--- config.mk ---
export PLATFORM = sky130hd
export DESIGN_NAME = random_pulse_monitor_flat
export DESIGN_NICKNAME = d
export VERILOG_FILES = /design/src/rtl/random_pulse_monitor_if.sv /design/src/rtl/random_pulse_monitor.sv /design/src/flat_wrapper.sv
export SDC_FILE = /design/constraint.sdc
export NUM_CORES = 1
export LEC_CHECK = 0
export BUFFER_PORTS_ARGS = -buffer_cell sky130_fd_sc_hd__buf_2
export CAP_MARGIN = 25
export CELL_PAD_IN_SITES_DETAIL_PLACEMENT = 2
export CELL_PAD_IN_SITES_GLOBAL_PLACEMENT = 2
export CORE_MARGIN = 10
export CORE_UTILIZATION = 42
export CTS_BUF_LIST = sky130_fd_sc_hd__clkbuf_8
export DETAILED_ROUTE_END_ITERATION = 10
export PLACE_DENSITY = 0.92
export SLEW_MARGIN = 20
export SYNTH_ARGS = -nofsm -noshare
export SYNTH_HDL_FRONTEND = slang
export SYNTH_SLANG_ARGS = --single-unit
--- constraint.sdc ---
create_clock -name clk -period 6.25 [get_ports clk]
set_input_delay 1.5625 -clock clk [delete_from_list [all_inputs] [get_ports clk]]
set_output_delay 1.5625 -clock clk [all_outputs]
set_load 0.01 [all_outputs]
--- src/rtl/random_pulse_monitor_if.sv ---
`default_nettype none
// ============================================================================
// Module   : random_pulse_monitor_if
// Brief    : Valid/ready record channel carrying one measured pulse
//            (width, interval, first tag) from the monitor to its consumer.
// Revision : 1.0 - initial release
// ============================================================================
interface random_pulse_monitor_if #(
    parameter int CNT_W = 16
);
    logic             rec_valid;
    logic             rec_ready;
    logic [CNT_W-1:0] rec_width;
    logic [CNT_W-1:0] rec_interval;
    logic             rec_first;

    modport master (
        output rec_valid,
        output rec_width,
        output rec_interval,
        output rec_first,
        input  rec_ready
    );

    modport slave (
        input  rec_valid,
        input  rec_width,
        input  rec_interval,
        input  rec_first,
        output rec_ready
    );
endinterface
`default_nettype wire

--- src/rtl/random_pulse_monitor.sv ---
`default_nettype none
// ============================================================================
// Module   : random_pulse_monitor
// Brief    : Measures high width and rise-to-rise interval of each pulse and
//            emits one record per pulse. Optional macro RPM_MINMAX_EN adds
//            min_interval/max_interval tracking outputs.
// Revision : 1.0 - initial release
// ============================================================================
module random_pulse_monitor #(
    parameter int CNT_W   = 16,
    parameter int COUNT_W = 8
) (
    input  wire                    clk,
    input  wire                    rst,
    input  wire                    ena,
    input  wire                    clr,
    input  wire                    pulse_in,
    random_pulse_monitor_if.master rec,
    output logic [COUNT_W-1:0]     pulse_count,
    output logic                   overflow
`ifdef RPM_MINMAX_EN
    ,
    output logic [CNT_W-1:0]       min_interval,
    output logic [CNT_W-1:0]       max_interval
`endif
);
    localparam logic [CNT_W-1:0]   c_cnt_max = {CNT_W{1'b1}};
    localparam logic [CNT_W-1:0]   c_cnt_one = {{(CNT_W-1){1'b0}}, 1'b1};
    localparam logic [COUNT_W-1:0] c_pc_one  = {{(COUNT_W-1){1'b0}}, 1'b1};

    typedef enum logic [1:0] {
        S_ARM  = 2'd0,
        S_LOW  = 2'd1,
        S_HIGH = 2'd2
    } state_t;

    state_t               r_state;
    state_t               w_state_nx;
    logic                 w_adv;
    logic                 w_rise;
    logic                 w_fall;
    logic                 w_busy;
    logic                 w_accept;
    logic                 w_blocked;
    logic [CNT_W-1:0]     r_ivl;
    logic [CNT_W-1:0]     r_width;
    logic [CNT_W-1:0]     w_ivl_inc;
    logic [CNT_W-1:0]     w_width_inc;
    logic [CNT_W-1:0]     r_pend_ivl;
    logic [CNT_W-1:0]     r_rec_width;
    logic [CNT_W-1:0]     r_rec_ivl;
    logic                 r_rec_valid;
    logic                 r_rec_first;
    logic                 r_first;
    logic                 r_overflow;
    logic [COUNT_W-1:0]   r_count;

    assign w_adv       = ena & ~clr;
    assign w_busy      = (r_state == S_LOW) || (r_state == S_HIGH);
    assign w_accept    = r_rec_valid & rec.rec_ready;
    assign w_blocked   = r_rec_valid & ~rec.rec_ready;
    assign w_ivl_inc   = (r_ivl == c_cnt_max) ? c_cnt_max : r_ivl + c_cnt_one;
    assign w_width_inc = (r_width == c_cnt_max) ? c_cnt_max : r_width + c_cnt_one;

    // ARM only leaves on a low level, so a pulse already high at reset/clr is skipped.
    always_comb begin
        w_state_nx = r_state;
        w_rise     = 1'b0;
        w_fall     = 1'b0;
        if (w_adv) begin
            case (r_state)
                S_ARM:   if (!pulse_in) w_state_nx = S_LOW;
                S_LOW:   if (pulse_in) begin
                             w_state_nx = S_HIGH;
                             w_rise     = 1'b1;
                         end
                S_HIGH:  if (!pulse_in) begin
                             w_state_nx = S_LOW;
                             w_fall     = 1'b1;
                         end
                default: w_state_nx = S_ARM;
            endcase
        end
    end

    always_ff @(posedge clk or posedge rst) begin
        if (rst)      r_state <= S_ARM;
        else if (clr) r_state <= S_ARM;
        else          r_state <= w_state_nx;
    end

    always_ff @(posedge clk or posedge rst) begin
        if (rst) begin
            r_ivl      <= '0;
            r_width    <= '0;
            r_pend_ivl <= '0;
            r_count    <= '0;
            r_first    <= 1'b1;
        end else if (clr) begin
            r_ivl      <= '0;
            r_width    <= '0;
            r_pend_ivl <= '0;
            r_count    <= '0;
            r_first    <= 1'b1;
        end else if (w_adv) begin
            if (w_rise) begin
                r_ivl      <= '0;
                r_pend_ivl <= r_first ? '0 : w_ivl_inc;
                r_width    <= c_cnt_one;
                r_count    <= r_count + c_pc_one;
            end else begin
                if (w_busy)
                    r_ivl <= w_ivl_inc;
                if (r_state == S_HIGH && pulse_in)
                    r_width <= w_width_inc;
            end
            if (w_fall)
                r_first <= 1'b0;
        end
    end

    // A fall coinciding with an accept still loads; only a stalled record blocks.
    always_ff @(posedge clk or posedge rst) begin
        if (rst) begin
            r_rec_valid <= 1'b0;
            r_rec_width <= '0;
            r_rec_ivl   <= '0;
            r_rec_first <= 1'b0;
            r_overflow  <= 1'b0;
        end else if (clr) begin
            r_rec_valid <= 1'b0;
            r_rec_width <= '0;
            r_rec_ivl   <= '0;
            r_rec_first <= 1'b0;
            r_overflow  <= 1'b0;
        end else begin
            if (w_fall && !w_blocked) begin
                r_rec_valid <= 1'b1;
                r_rec_width <= r_width;
                r_rec_ivl   <= r_pend_ivl;
                r_rec_first <= r_first;
            end else if (w_accept) begin
                r_rec_valid <= 1'b0;
            end
            if (w_fall && w_blocked)
                r_overflow <= 1'b1;
        end
    end

`ifdef RPM_MINMAX_EN
    logic [CNT_W-1:0] r_min;
    logic [CNT_W-1:0] r_max;

    always_ff @(posedge clk or posedge rst) begin
        if (rst) begin
            r_min <= c_cnt_max;
            r_max <= '0;
        end else if (clr) begin
            r_min <= c_cnt_max;
            r_max <= '0;
        end else if (w_rise && !r_first) begin
            if (w_ivl_inc < r_min) r_min <= w_ivl_inc;
            if (w_ivl_inc > r_max) r_max <= w_ivl_inc;
        end
    end

    assign min_interval = r_min;
    assign max_interval = r_max;
`endif

    assign rec.rec_valid    = r_rec_valid;
    assign rec.rec_width    = r_rec_width;
    assign rec.rec_interval = r_rec_ivl;
    assign rec.rec_first    = r_rec_first;
    assign pulse_count      = r_count;
    assign overflow         = r_overflow;
endmodule
`default_nettype wire

--- src/flat_wrapper.sv ---
// flat-port wrapper written by rule: the top's interface ports become plain ports
module random_pulse_monitor_flat 
#(
    parameter int CNT_W   = 16,
    parameter int COUNT_W = 8
)
  (clk, rst, ena, clr, pulse_in, pulse_count, overflow, rec_rec_valid, rec_rec_width, rec_rec_interval, rec_rec_first, rec_rec_ready);
  random_pulse_monitor_if #(.CNT_W(CNT_W)) rec_i ();
  input  wire clk;
  input  wire rst;
  input  wire ena;
  input  wire clr;
  input  wire pulse_in;
  output logic [COUNT_W-1:0] pulse_count;
  output logic overflow;
  output wire logic [$bits(rec_i.rec_valid)-1:0] rec_rec_valid;
  output wire logic [$bits(rec_i.rec_width)-1:0] rec_rec_width;
  output wire logic [$bits(rec_i.rec_interval)-1:0] rec_rec_interval;
  output wire logic [$bits(rec_i.rec_first)-1:0] rec_rec_first;
  input wire logic [$bits(rec_i.rec_ready)-1:0] rec_rec_ready;
  assign rec_rec_valid = rec_i.rec_valid;
  assign rec_rec_width = rec_i.rec_width;
  assign rec_rec_interval = rec_i.rec_interval;
  assign rec_rec_first = rec_i.rec_first;
  assign rec_i.rec_ready = rec_rec_ready;
  random_pulse_monitor #(.CNT_W(CNT_W), .COUNT_W(COUNT_W)) u_core (.clk(clk), .rst(rst), .ena(ena), .clr(clr), .pulse_in(pulse_in), .rec(rec_i), .pulse_count(pulse_count), .overflow(overflow));
endmodule
==> flow_metrics.tcl <==
set metrics [dict create \
    peakVddDrop_mv 0.09320 \
    post_cts_buffers 0 \
    cp_top_family "simple AND/OR/NAND/NOR gates" \
    worst_path_max_delay_cell "buf_2" \
    nets 541 \
    rsz0062_at_grt "no" \
    pre_cts_slack_ns 2.716 \
    post-synth-top-count-cell "dfrtp_1" \
    critPathArrivalTime_ns 3.43 \
    reg2regPathDepth 6 \
    num_antenna_cells 0 \
    synthArstFlopShare 1.000 \
    grt_max_degree 57 \
    io_pins 49 \
    worstPathMaxFanout 54 \
    path_class "primary input to register" \
    io_buffers 48 \
    finalSetupViolCount 0 \
    critical_path_depth 6 \
    synth_area_leaders "dfrtp_1 (49%), nand2_1 (5.8%), o21ai_0 (5.7%)" \
    synth-adder-area-share 0.01846 \
    area_growth_pct 10.84 \
    syn_area_mm2 0.004745 \
    die_w_um 126.3 \
    period_share 0.5037 \
    drt.antenna.violating_nets 0 \
    period_needed_ns 3.148 \
    synth_nets 508 \
    avgSynthCellArea_um2 9.585 \
    critPathRequiredTime_ns 6.53 \
    synth_top_cells_by_count "dfrtp_1 (93), nand2_1 (73), o21ai_0 (54)" \
    wl_per_cell_um 22.29 \
    clock_latency_ns 0.37 \
    cts_tree "yes" \
    yosysWarnings 0 \
    cts_resized 0 \
    grtUsageMet3 0.03104 \
    report.final.slew_viol_count 0 \
    vias_per_cell 5.915 \
    relSlewSlack 0.4316 \
    fill_cells 1149 \
    cts_sinks 94 \
    max_cap_viol_count 0 \
    status "complete, no violations" \
    path_clk_slew_ns 0.09 \
    ys_ff_latch 94 \
    core_area_mm2 0.01094 \
    grt_busiest_layer "met2" \
    synth_compound_area_frac 0.1912 \
    place_hpwl_um 9873 \
    skew_ns 0.01048 \
    vias 3969 \
    crit_chain "buf_2, a31oi_2, nor3_1, nand3_1, xor2_1, nor2_1" \
    antenna_found_initial 0 \
    regArea_mm2 0.002354 \
    fin_area_mm2 0.005259 \
    clockRootBuffer "clkbuf_8" \
    drt_iter0_drc 360 \
    placed_cell_area_mm2 0.005050 \
    crit_path_start_kind "primary input" \
    worstMarginPinSlew_ns 0.8527 \
    place_congestion 0.7988 \
    postSynthCellCount 495 \
    row_count 38 \
    crit_buf_inv 1 \
    synth.distinct_cells 63 \
    gr-total-overflow 0 \
    grt_pass1_wl_um 25210 \
    grt_pass1_vias 4326 \
    wl_um 14960 \
    met2_usage 0.3362 \
    hold_path_class "register to register" \
    synth-simple-area-share 0.2281 \
    firstDrtPassIters 4 \
    synth_edf_count 0 \
    worstHoldPathCells 2 \
    cts_hold_buf 0 \
    ys.flop_type "dfrtp_1" \
    route.detailed.drc 0 \
    end_kind "register" \
    gr-usage-all-layers 0.1928 \
    numCtsBuffers 9 \
    htreeDepth 3 \
    synth_top_family_by_area "simple AND/OR/NAND/NOR gates" \
    multi_input_area_mm2 0.002238 \
    fp.dieH_um 126.3 \
    use_met1 0.2378 \
    hold_viol 0 \
    yosysTopAreaCell "dfrtp_1" \
    power_density_mw_per_mm2 212.1 \
    setup_slack_ns 3.102 \
    seq_area_frac_synth 0.4960 \
    p_leak_nw 2.434 \
    cp_slowest_stage_delay_ns 0.65 \
    synth_top_area_share 0.4905 \
    fmax_mhz 317.6 \
    initial_utilization 0.4339 \
    drive_gt1_frac 0.1733 \
    synthMuxAreaShare 0.002110 \
    total_power_mw 1.115 \
    synth-xor-area-share 0.02954 \
    fin_tns_setup_ns 0 \
    clk_path_buf_depth 2 \
    die_area_mm2 0.01595 \
]
-- layout make-up --
class / instances / area share
inverters: 5 / 0.003807
repair buffers: 52 / 0.05377
clock buffers: 11 / 0.02879
clock inverters: 3 / 0.007138
multi-input cells: 366 / 0.4256
well taps: 140 / 0.03331
flip-flops and latches: 94 / 0.4475
-- worst register-to-register path, cell delays in order, from the launching register on --
cell and delay [ns]:
dfrtp_1 0.45, inv_1 0.14, ha_1 0.31, nand3b_1 0.21, nor3b_2 0.57, buf_4 0.52
o21ai_0 0.21
-- logic make-up (layout without fill, tap and decap cells) --
family	after synthesis	after routing
AO/OA/AOI/OAI	142	142
XOR/XNOR	16	16
adder cells (fa/ha/maj)	7	7
buffers and inverters	35	71
flip-flops	94	94
multiplexers	1	1
AND/OR/NAND/NOR	200	200
-- sequential cells by signal (all words and copies together), names as in the netlist --
name	cells
u_core.r_ivl	16
u_core.r_pend_ivl	16
u_core.r_width	16
u_core.rec.rec_interval	16
u_core.rec.rec_width	16
u_core.pulse_count	8
u_core.r_state	2
u_core.overflow	1
u_core.r_first	1
u_core.rec.rec_first	1
u_core.rec.rec_valid	1
-- metrics by stage --
stage | std cells | utilization | hold WS (ns)
final | 671 | 0.4809 | 0.5000
after floorplan | 495 | - | 0.4386
after global placement | 656 | 0.4618 | 0.4556
after detailed placement | 656 | 0.4618 | 0.4755
after global routing | 671 | 0.4809 | 0.5331
after CTS | 670 | 0.4791 | 0.5058
-- per-layer routing --
layer / vias to the layer above / part of all wire
met3: 23 / 0.023
li1: 1819 / -
met4: 0 / 0.019
met2: 50 / 0.52
met5: - / 0
met1: 2077 / 0.44
-- cell usage in the layout, fill, tap and decap left out, types with 6 or more instances in the layout --
cell type | netlist | final
o21ai_0 | 54 | 54
inv_1 | 5 | 6
nand2_1 | 73 | 73
a31oi_1 | 11 | 10
and3_1 | 8 | 8
nand4_1 | 10 | 10
nor2_1 | 24 | 24
ha_1 | 7 | 7
clkbuf_8 | 0 | 11
buf_2 | 11 | 48
xnor2_1 | 6 | 6
xor2_1 | 10 | 10
o22a_1 | 6 | 6
a21oi_1 | 32 | 32
nor3_1 | 6 | 6
dfrtp_1 | 93 | 93
nand3_1 | 14 | 14
nand2b_1 | 35 | 35
-- power breakdown --
| group | switching, mW | total (mW) | internal (mW) |
|---|---|---|---|
| registers | 0.00737 | 0.619 | 0.612 |
| clock network | 0.220 | 0.420 | 0.200 |
| logic | 0.0546 | 0.0757 | 0.0211 |
| total | 0.282 | 1.12 | 0.834 |
-- path summary, 6_finish.rpt --
kind | start | to | slack (ns)
min | u_core.r_pend_ivl[2] | u_core.r_pend_ivl[2] | 0.50
max reg2reg | u_core.r_state[0] | u_core.rec.rec_width[1] | 3.71
min in group asynchronous | rst | u_core.rec.rec_width[4] | 1.18
min reg2reg | u_core.r_pend_ivl[2] | u_core.r_pend_ivl[2] | 0.50
max in group asynchronous | rst | u_core.rec.rec_interval[4] | 3.90
max | clr | u_core.pulse_count[7] | 3.10
Power figures use the tool's default switching activity.
